### src/rtl/mem_arbiter_pkg.sv
// Shared definitions for the unified memory port arbiter: RV32 access-size
// encodings and the arbiter transaction state.
package mem_arbiter_pkg;

   localparam logic [2:0] FUNCT3_LW = 3'b010;
   localparam logic [2:0] FUNCT3_SW = 3'b010;

   typedef enum logic [1:0] {
      IDLE   = 2'd0,
      WAIT_F = 2'd1,
      WAIT_D = 2'd2
   } mem_arb_state_t;

endpackage

### src/rtl/mem_arb_select.sv
// IDLE-time requester selection: data has priority unless a waiting fetch
// has been passed over STARVE_MAX times in a row.
module mem_arb_select
   import mem_arbiter_pkg::*;
#(
   parameter int STARVE_MAX = 4
) (
   input  logic clk,
   input  logic rst,
   input  logic enable,
   input  logic f_req,
   input  logic d_req,
   input  logic m_gnt,
   output logic sel_fetch,
   output logic sel_data
);

   localparam int CNT_W = $clog2(STARVE_MAX + 1);
   localparam logic [CNT_W-1:0] STARVE_LAST = CNT_W'(STARVE_MAX);

   logic [CNT_W-1:0] starve_cnt;
   logic             starve_hit;

   always_comb begin
      starve_hit = (starve_cnt == STARVE_LAST);
      sel_data   = enable && d_req && !(f_req && starve_hit);
      sel_fetch  = enable && f_req && !sel_data;
   end

   // Counter only advances on a data grant that overtook a pending fetch.
   always_ff @(posedge clk or negedge rst) begin
      if (!rst) begin
         starve_cnt <= '0;
      end else if (!f_req || (sel_fetch && m_gnt)) begin
         starve_cnt <= '0;
      end else if (sel_data && m_gnt && !starve_hit) begin
         starve_cnt <= starve_cnt + 1'b1;
      end
   end

endmodule

### src/rtl/mem_arbiter.sv
// Arbitrates fetch and load/store traffic onto one memory port with a single
// outstanding transaction, a starvation bound for fetch and a response watchdog.
module mem_arbiter
   import mem_arbiter_pkg::*;
#(
   parameter int AWIDTH     = 32,
   parameter int DWIDTH     = 32,
   parameter int STARVE_MAX = 4,
   parameter int TIMEOUT    = 64
) (
   input  logic              clk,
   input  logic              rst,
   input  logic              f_req_i,
   input  logic [AWIDTH-1:0] f_addr_i,
   output logic              f_gnt_o,
   output logic              f_rvalid_o,
   output logic [DWIDTH-1:0] f_rdata_o,
   input  logic              d_req_i,
   input  logic              d_we_i,
   input  logic [AWIDTH-1:0] d_addr_i,
   input  logic [DWIDTH-1:0] d_wdata_i,
   input  logic [2:0]        d_funct3_i,
   output logic              d_gnt_o,
   output logic              d_rvalid_o,
   output logic [DWIDTH-1:0] d_rdata_o,
   output logic              m_req_o,
   output logic              m_we_o,
   output logic [AWIDTH-1:0] m_addr_o,
   output logic [DWIDTH-1:0] m_wdata_o,
   output logic [2:0]        m_funct3_o,
   input  logic              m_gnt_i,
   input  logic              m_rvalid_i,
   input  logic [DWIDTH-1:0] m_rdata_i,
   output logic              err_o
);

   localparam int WAIT_W = $clog2(TIMEOUT + 1);
   localparam logic [WAIT_W-1:0] WAIT_LAST = WAIT_W'(TIMEOUT - 1);

   mem_arb_state_t    state, state_next;
   logic [WAIT_W-1:0] wait_cnt, wait_cnt_next;
   logic              err, err_next;
   logic              sel_fetch, sel_data;
   logic              in_idle;

   assign in_idle = (state == IDLE);

   mem_arb_select #(
      .STARVE_MAX (STARVE_MAX)
   ) u_select (
      .clk       (clk),
      .rst       (rst),
      .enable    (in_idle),
      .f_req     (f_req_i),
      .d_req     (d_req_i),
      .m_gnt     (m_gnt_i),
      .sel_fetch (sel_fetch),
      .sel_data  (sel_data)
   );

   always_ff @(posedge clk or negedge rst) begin
      if (!rst) begin
         state    <= IDLE;
         wait_cnt <= '0;
         err      <= 1'b0;
      end else begin
         state    <= state_next;
         wait_cnt <= wait_cnt_next;
         err      <= err_next;
      end
   end

   // A response in the timeout cycle still completes the transaction.
   always_comb begin
      state_next    = state;
      wait_cnt_next = wait_cnt;
      err_next      = err;
      case (state)
         IDLE: begin
            wait_cnt_next = '0;
            if (m_gnt_i && sel_fetch) begin
               state_next = WAIT_F;
            end else if (m_gnt_i && sel_data) begin
               state_next = WAIT_D;
            end
         end
         WAIT_F, WAIT_D: begin
            if (m_rvalid_i) begin
               state_next = IDLE;
            end else if (wait_cnt == WAIT_LAST) begin
               state_next = IDLE;
               err_next   = 1'b1;
            end else begin
               wait_cnt_next = wait_cnt + 1'b1;
            end
         end
         default: state_next = IDLE;
      endcase
   end

   // Every output is held low while reset is asserted.
   always_comb begin
      m_req_o    = rst && (sel_fetch || sel_data);
      m_we_o     = 1'b0;
      m_addr_o   = '0;
      m_wdata_o  = '0;
      m_funct3_o = '0;
      if (rst && sel_data) begin
         m_we_o     = d_we_i;
         m_addr_o   = d_addr_i;
         m_wdata_o  = d_wdata_i;
         m_funct3_o = d_funct3_i;
      end else if (rst && sel_fetch) begin
         m_addr_o   = f_addr_i;
         m_funct3_o = FUNCT3_LW;
      end

      f_gnt_o    = rst && m_gnt_i && sel_fetch;
      d_gnt_o    = rst && m_gnt_i && sel_data;
      f_rvalid_o = rst && (state == WAIT_F) && m_rvalid_i;
      d_rvalid_o = rst && (state == WAIT_D) && m_rvalid_i;
      f_rdata_o  = f_rvalid_o ? m_rdata_i : '0;
      d_rdata_o  = d_rvalid_o ? m_rdata_i : '0;
      err_o      = rst && err;
   end

endmodule

### config.mk
export PLATFORM = sky130hd
export DESIGN_NAME = mem_arbiter
export DESIGN_NICKNAME = d
export VERILOG_FILES = /design/src/rtl/mem_arbiter_pkg.sv /design/src/rtl/mem_arb_select.sv /design/src/rtl/mem_arbiter.sv
export SDC_FILE = /design/constraint.sdc
export NUM_CORES = 1
export LEC_CHECK = 0
export CAP_MARGIN = 20
export CORE_AREA = 2 2 108 110
export CTS_CLUSTER_SIZE = 24
export DETAILED_ROUTE_END_ITERATION = 8
export DIE_AREA = 0 0 110 112
export PLACE_DENSITY = 0.67
export RECOVER_POWER = 50
export SLEW_MARGIN = 20
export SYNTH_ARGS = -nofsm -noshare
export SYNTH_HDL_FRONTEND = slang
export SYNTH_SLANG_ARGS = --single-unit
### constraint.sdc
create_clock -name clk -period 1.8 [get_ports clk]
set_clock_uncertainty 0.15 [all_clocks]
set_input_delay 0.54 -clock clk [delete_from_list [all_inputs] [get_ports clk]]
set_output_delay 0.54 -clock clk [all_outputs]
set_load 0.005 [all_outputs]
; ---- After elaboration in Yosys (flattened, before gate mapping)
; Index checks and enable logic that the tools add are counted.
; Widths: inputs -> output; s select.
[totals]
output_inout_bits = 138
word_cells = 65
memories = 0
input_bits = 138
ram_bits = 0
latchBits = 0
regBits = 13
mem_bits_ro = 0
[op_classes]
order_cmp = 0
n_mux = 18
shift = 0
n_eq_ne = 8
addsub = 2
div = 0
multipliers = 0
bitwise_logic = 1
reduce_logical = 32
[op_table]
columns = op, count
row1 = $mux 32, 5
row2 = $logic_and 1x1->1, 19
row3 = $mux 7, 2
row4 = $pmux 7 s2, 1
row5 = $mux 2, 5
row6 = $mux 3, 3
row7 = $add 7x1->7 const B, 1
row8 = $eq 7x6->1 const B, 1
row9 = $ne 3x3->1 const B, 2
row10 = $reduce_and 3->1, 2
row11 = $logic_not 1->1, 4
row12 = $ne 2x2->1 const B, 2
row13 = $pmux 2 s2, 1
row14 = $reduce_bool 2->1, 2
row15 = $add 3x1->3 const B, 1
row16 = $eq 3x3->1 const B, 1
row17 = $eq 2x1->1 const B, 1
row18 = $eq 2x2->1 const B, 1
row19 = $logic_not 2->1, 1
row20 = $logic_or 1x1->1, 2
row21 = $reduce_and 2->1, 1
row22 = $reduce_or 2->1, 1
row23 = $mux 1, 1
row24 = $not 1->1, 1

; ---- Logic depth before layout (Yosys ltp)
; Gate-level depths: netlist (run 1).
[depth]
ltp_word = 9
ltp_mapped = 7

; ---- Hierarchy
; Synthesis (run 1) repeated with hierarchy kept, for this count alone.
[unflattened]
cells_unflattened = 237
area_unflattened_um2 = 1809.2
[by_module_without_submodules]
columns = module, n_inst, area_per_inst_um2, cells_each, seq_area_each_um2
row1 = mem_arbiter, 1, 1606.5, 214, 250.2
row2 = mem_arb_select, 1, 202.7, 23, 75.1

; ---- Least setup slack after synthesis (run 1)
; No wires, ideal clock.
[synth_timing]
path_type = flip-flop to output port
from = reg u_select.starve_cnt[0]
to = out m_addr_o[10]
t_arrival_ns = 1.329
path_buffers = 2
slack_ns = -0.219
path_stages_with_launch = 8
cell_sequence = dfrtp_1 -> inv_1 -> ha_1 -> and3_4 -> nor2_4 -> buf_6 -> buf_6 -> a22o_1
[synth_via]
elab_chain_cells = 9
elab_cells_between_ends = 10
classes_between = eq/ne: 1 / mux: 2 / reduce/logical: 7
[synth_lines]
columns = element, line_no
row1 = "start, declared", mem_arb_select.sv:21  ; logic [CNT_W-1:0] starve_cnt;
row2 = "start signal, assigned", mem_arb_select.sv:37  ; starve_cnt <= starve_cnt + 1'b1;
row3 = $eq 3x3->1 *, mem_arb_select.sv:25  ; starve_hit = (starve_cnt == STARVE_LAST);
row4 = $logic_and 1x1->1 *, mem_arb_select.sv:26  ; sel_data = enable && d_req && !(f_req && starve_hit);
row5 = $logic_not 1->1 *, mem_arb_select.sv:26
row6 = $logic_and 1x1->1 *, mem_arb_select.sv:26
row7 = $logic_not 1->1, mem_arb_select.sv:27  ; sel_fetch = enable && f_req && !sel_data;
row8 = $logic_and 1x1->1, mem_arb_select.sv:27
row9 = $logic_and 1x1->1, mem_arbiter.sv:113  ; end else if (rst && sel_fetch) begin
row10 = $mux 32, mem_arbiter.sv:113
row11 = $mux 32 *, mem_arbiter.sv:108  ; if (rst && sel_data) begin
row12 = "end, declared", mem_arbiter.sv:28  ; output logic [AWIDTH-1:0] m_addr_o,
; Every way passes the cells marked *; elsewhere a longest branch is shown, timed or not.

; ---- Final worst setup path (run 1)
[layout_timing]
from = reg state[0]
to = out d_rdata_o[31]
[layout_via]
elab_chain_cells = 4
[layout_lines]
columns = element, line_no
row1 = "start, declared", mem_arbiter.sv:40  ; mem_arb_state_t state, state_next;
row2 = "start signal, assigned", mem_arbiter.sv:67  ; state <= state_next;
row3 = $eq 2x2->1, mem_arbiter.sv:121  ; d_rvalid_o = rst && (state == WAIT_D) && m_rvalid_i;
row4 = $logic_and 1x1->1 (2 in series), mem_arbiter.sv:121
row5 = $mux 32, mem_arbiter.sv:123  ; d_rdata_o = d_rvalid_o ? m_rdata_i : '0;
row6 = "end, declared", mem_arbiter.sv:25  ; output logic [DWIDTH-1:0] d_rdata_o,
; Every way passes these cells.

==> summary.txt, run 1 <==
Drt
  – Routed vias/inst: 4.52
  – DRT Wirelength: 14400 um
  – Vias: 3334
  – Routed len/inst: 19.6 um
  – 1st-pass router iterations: 4
  – Drt drc: 0
  – DRT iter0 DRCs: 140
  – Final ANT Viol Nets: 0

Global routing
  – Maximum number of pins on one net before global-route repair: 15
  – GR Util met2: 40.7%
  – First-pass GRT wire length: 20100 um
  – Global-route met1 utilization: 24.5%
  – GRT Util Overall: 21.7%
  – GR Layer Usage met3: 5.27%
  – Antenna violations before repair: 2
  – Gr ovfl total: 0
  – GR peak layer: met2
  – Vias in the first global route: 3578

Final layout
  – Area growth syn-to-layout: 221%
  – Layout Nets: 737
  – Final instance area: 0.00605 mm^2
  – Share of layout cells above drive strength 1: 55.2%

Min path
  – Hold Path Class: primary input to async pin

Yosys
  – Async SR Flop Fraction: 100%
  – Top cells by area, synth: and2_1, dfrtp_1, a22o_1, ha_1, a21oi_1
  – Synth cell count leaders: and2_1, a22o_1, dfrtp_1
  – Syn avg cell area: 7.63 um^2
  – Synth area leader: and2_1
  – Multiplexer area fraction after synthesis: 0.531%
  – Sequential fraction of the synthesis area: 17.3%
  – Main flop type after synthesis: dfrtp_1
  – Number of synthesized flops with an enable pin: 0
  – Number of synthesized register bits: 13
  – Xor/xnor share of the synthesized area: 0%
  – Top cell type's share of synthesized area: 33.2%
  – Top-count cell post-synth: and2_1
  – Simple logic cell fraction of the synthesized area: 45.7%
  – Largest family of logic cells by synthesized area: simple AND/OR/NAND/NOR gates
  – Mapped Area: 0.00189 mm^2
  – Yosys cell types: 41
  – Synth warn: 0
  – Compound-cell area share of the yosys netlist: 25.8%
  – Cells after Synth: 247
  – Adder-cell share of the synthesized area: 3.98%
  – Syn Nets: 391

Worst setup path
  – Critical path capture point type: primary output
  – Reg2reg setup slack: 0.07 ns
  – Crit path DAT: 1.84 ns
  – Startpoint Class: flop
  – WP data required: 1.11 ns
  – Reg2Reg Capture Point: state[0]$_DFFE_PN0P_
  – Reg2reg path depth: 9
  – CP Class: flop to primary output
  – Max FO, Critical Path: 4
  – RR Startpoint: u_select.starve_cnt[1]$_DFFE_PN0P_

STA
  – Fin worst setup slack: -0.735 ns
  – Achievable Freq: 395 MHz
  – Minimum clock period: 2.53 ns
  – Headroom to the max-slew limit: 69.1%
  – RSZ-0062 raised after global routing: true
  – Fin crit share: 141%
  – Hold_ws: 0.147 ns
  – Final Max Tran Viols: 0
  – # setup viols final: 137
  – Final Hold Viols: 0
  – Slew @ Worst Pin: 0.463 ns

Place
  – HPWL Detailed: 9610 um
  – Cell Area, Placed: 0.00500 mm^2
  – Port Buffers: 275
  – Placer Congestion: 0.818
  – Place WS: -1.23 ns

Clock tree
  – Worst-Skew Late Latency: 0.25 ns
  – CTS tree: built
  – Clock Sinks: 13
  – Root buffer cell: clkbuf_16
  – Clk pin slew, worst setup/hold paths: 0.05 ns
  – TritonCTS Buffers: 3
  – H-tree levels: 1
  – Longest Clk Path Bufs: 2

Status
  – Failing checks: setup timing
  – Status: finished with violations

Floorplan
  – Initial Utilization: 16.9%
  – Core Rows: 39
  – # IOs: 276
  – Core area: 0.0112 mm^2
  – Die Y: 112 um
  – Die width: 110 um
  – Die area: 0.0123 mm^2

Pwr
  – P_leak: 2.87 nW
  – Peak supply drop: 0.445 mV
  – Power per standard cell area: 643 mW/mm^2

Job
  – Max-cap viol count: 0
cells in the final DEF, fill, tap and decap left out, types with 4 or more instances in the layout:
cell             count
buf_2               59
buf_16              11
inv_2                4
and2_1              23
clkbuf_16            4
dfrtp_1             13
a22o_1              32
buf_6              108
nand2_1              7
o211ai_1             4
a21oi_1              7
clkdlybuf4s50_1    132
and3_4               5
buf_12              10
ha_4                 4
and2_4              77
buf_4               27
power breakdown:
group | switching, mW | internal (mW)
logic | 1.19 | 1.89
registers | 0.0368 | 0.338
clock network | 0.139 | 0.297
total | 1.37 | 2.53
through the flow:
stage | utilization, % | power, mW | setup TNS [ns] | std cells
final | 54.2 | 3.89 | -84.84 | 737
after global routing | 54.1 | 4.10 | -92.61 | 735
after CTS | 51.1 | 3.68 | -77.31 | 731
after detailed placement | 44.8 | 2.44 | -163.66 | 677
after global placement | 44.8 | 2.42 | -160.22 | 677
after floorplan | - | 1.17 | -10.51 | 247
layout make-up:
type	instances	area (um^2)
Inverter	8	32.5
Sequential cell	13	325
Clock buffer	3	75.1
Fill cell	974	5120
Multi-Input combinational cell	210	1780
Tap cell	143	179
Timing Repair Buffer	357	3650
Antenna cell	2	5.00
Clock inverter	1	5.00
flip-flops by register name, summed over array words and instances, names as in the netlist:
register / flops
err: 1
u_select.starve_cnt: 3
wait_cnt: 7
state: 2
cell families after synthesis:
| family | count (synthesis) |
|---|---|
| buf+inv | 26 |
| flops | 13 |
| mux | 1 |
| compound gates | 62 |
| fa+ha+maj | 6 |
| simple gates | 139 |
how the worst max path moves through the flow:
stage                                             startpoint       endpoint  cells past startpoint
after detailed placement                                 rst  m_wdata_o[19]                      6
final                                   state[0]$_DFFE_PN0P_  d_rdata_o[31]                     10
after global placement                               f_req_i  m_wdata_o[19]                      6
after global routing                    state[0]$_DFFE_PN0P_   m_wdata_o[3]                     10
after floorplan           u_select.starve_cnt[0]$_DFFE_PN0P_   m_addr_o[10]                      7
after CTS                 u_select.starve_cnt[1]$_DFFE_PN0P_   m_addr_o[28]                      9
critical path, cell delays in order (launching register included):
cell and delay [ns]:
dfrtp_1 0.37, inv_2 0.07, buf_4 0.13, buf_6 0.11
ha_4 0.16, buf_12 0.12, buf_6 0.10, and3_4 0.16
buf_12 0.12, and2_1 0.14, buf_2 0.13
metal layers:
layer  vias to the layer above  share of wire, %
met5                         -                 0
met4                         0               2.3
met3                        28               8.9
met2                       198                51
met1                      1535                38
li1                       1573                 -
repair_timing:
| action | 4_1_cts | 5_1_grt |
|---|---|---|
| gates cloned | 16 | 1 |
| buffers inserted | 38 | 10 |
| gates resized for setup | 679 | 123 |
| endpoints found under the hold margin | 0 | 0 |
| pin swaps | 67 | 28 |
| hold buffers | 0 | 0 |
| endpoints found under the setup margin | 141 | 137 |
Note: power is estimated with default switching activity, not from simulation.
==> run 2: changes to the inputs <==
PLACE_DENSITY = 0.64   (was 0.67)
clock period = 3.05 ns   (was 1.8 ns; I/O delays follow)
==> run 2 against run 1 <==
- first-iteration DRC count fell by 8.6%
- count of clock-buffer cells in the layout is 1 higher
- worst setup slack better by 0.71 ns
- combinational power fell by 57%
- non-clock buffer count is 37 lower
- via count fell by 7.5%
- global-route usage fell by 3.7 points
- final area is 15% lower
- sequential share of layout area is 0.93 points higher
- the flow still finishes with violations (setup timing)
- critical path depth down 3
- hold slack gained 0.17 ns
- routed wire length is 16% lower
==> summary.txt, run 2 (synthesis gave the netlist of run 1 again) <==
Global routing
  – Antenna violations before repair: 1
  – Gr ovfl total: 0
  – Vias in the first global route: 3126
  – First-pass GRT wire length: 17200 um
  – GRT Util Overall: 18.0%
  – Maximum number of pins on one net before global-route repair: 34

Pwr
  – Share of total power in sequential cells: 12.4%
  – Peak supply drop: 0.339 mV
  – Sw Ratio: 35.6%
  – Power per standard cell area: 343 mW/mm^2
  – Power share of the clock group: 13.8%
  – Sw power: 0.632 mW
  – P_leak: 2.56 nW
  – Tot Pwr: 1.77 mW
  – Combinational share of power: 73.8%
  – Int Pwr: 1.14 mW

Clock tree
  – Clock Sinks: 13
  – Worst-Skew Late Latency: 0.24 ns
  – # hold bufs at CTS: 0
  – Clk pin slew, worst setup/hold paths: 0.04 ns
  – H-tree levels: 1
  – Longest Clk Path Bufs: 2
  – Root buffer cell: clkbuf_16
  – CTS tree: built
  – TritonCTS Buffers: 3

Drt
  – Vias: 3083
  – Final ANT Viol Nets: 0
  – Routed vias/inst: 4.42
  – DRT Wirelength: 12100 um
  – Drt drc: 0
  – Routed len/inst: 17.4 um
  – 1st-pass router iterations: 4
  – DRT iter0 DRCs: 128

Final layout
  – Max reg flops: 7
  – Share of layout cells above drive strength 1: 28.8%
  – Most common cell after layout, fill and taps aside: clkdlybuf4s50_1
  – Biggest register: wait_cnt
  – Area growth syn-to-layout: 174%
  – Layout Nets: 698
  – Largest regs: wait_cnt (7), u_select.starve_cnt (3), state (2)
  – Commonest non-fill, non-tap cells in the layout: clkdlybuf4s50_1, and2_1, dlygate4sd2_1, buf_2, a22o_1

STA
  – Headroom to the max-slew limit: 62.6%
  – Slew @ Worst Pin: 0.556 ns
  – Fin worst setup slack: -0.0239 ns
  – Final Hold Viols: 0
  – Fin crit share: 101%
  – Achievable Freq: 325 MHz
  – RSZ-0062 raised after global routing: true
  – # setup viols final: 2
  – Final Max Tran Viols: 0
  – Minimum clock period: 3.07 ns

Floorplan
  – Core Rows: 39
  – Die Y: 112 um
  – Initial Utilization: 16.9%
  – Die area: 0.0123 mm^2
  – Core area: 0.0112 mm^2
  – # IOs: 276
  – Die width: 110 um

Place
  – Place WS: -0.770 ns
  – HPWL Detailed: 8990 um
  – Placer Congestion: 0.851
  – Port Buffers: 275

Worst setup path
  – CP max stage delay: 0.20 ns
  – Max FO, Critical Path: 16
  – Startpoint Class: primary input
  – Crit path DAT: 2.01 ns
  – Critical path capture point type: primary output
  – Critical path cell sequence: buf_4, buf_6, and3_4, buf_4, clkbuf_16, and2_1, clkdlybuf4s15_1
  – WP data required: 1.98 ns
  – CP Class: primary input to primary output
  – CP most frequent cell: buf_4
  – Slowest cell on crit path: clkdlybuf4s15_1

Job
  – Max-cap viol count: 0

Status
  – Status: finished with violations
  – Failing checks: setup timing

Min path
  – Hold Path Class: flop to flop
-- run 2: stage by stage --
step                      cells  hold WS [ns]  TNS [ns]  utilization [%]  area [um^2]
after global routing        697         0.348    -0.282             46.2         5160
after CTS                   695         0.319     -1.94             46.9         5240
final                       697         0.313   -0.0298             46.2         5160
after global placement      666         0.298    -93.67             44.0         4910
after detailed placement    666         0.310    -95.17             44.0         4910
after floorplan             247         0.283         0                -         1890
-- run 2: layout make-up --
cell class,instances,area [um^2]
flip-flops and latches,13,325
diodes,1,2.50
clock buffers,4,78.8
well taps,143,179
multi-input cells,208,1510
inverters,8,30.0
fillers,1137,6010
repair buffers,320,3040
-- run 2: worst paths after layout --
kind / slack [ns] / to / cells after the start / startpoint
min in group asynchronous: 0.48 / wait_cnt[2]$_DFFE_PN0P_ / 2 / rst
worst min-delay path: 0.31 / err$_DFFE_PN0P_ / 1 / err$_DFFE_PN0P_
worst max-delay path: -0.02 / d_rdata_o[2] / 7 / rst
worst min register to register: 0.31 / err$_DFFE_PN0P_ / 1 / err$_DFFE_PN0P_
worst max register to register: 0.86 / wait_cnt[1]$_DFFE_PN0P_ / 5 / state[0]$_DFFE_PN0P_
max in group asynchronous: 2.07 / err$_DFFE_PN0P_ / 3 / rst
-- run 2: metal layers --
layer	up-vias	track usage (%)	share of wire (%)
met5	-	0	0
met4	0	1.69	0.69
met3	6	4.80	10
met2	189	34.1	52
met1	1403	20.5	37
li1	1485	-	-
-- run 2: what timing repair did --
| action | CTS | global route |
|---|---|---|
| buffers inserted | 16 | 2 |
| endpoints found under the setup margin | 138 | 87 |
| resized for setup | 374 | 71 |
| cloned | 9 | 3 |
| pin swaps | 14 | 3 |
-- run 2: power groups by stage --
stage	Clock, mW	Sequential, mW	Combinational (mW)
6_report	0.244	0.221	1.31
5_1_grt	0.256	0.223	1.42
4_1_cts	0.245	0.220	1.33
3_5_place_dp	0	0.221	1.15
3_3_place_gp	0	0.219	1.14
2_1_floorplan	0	0.219	0.465
-- run 2: worst max-delay path, delay by kind of cell --
family / cells / cell delay, ns
buffers and inverters: 5 / 0.76
and+or+nand+nor: 2 / 0.34
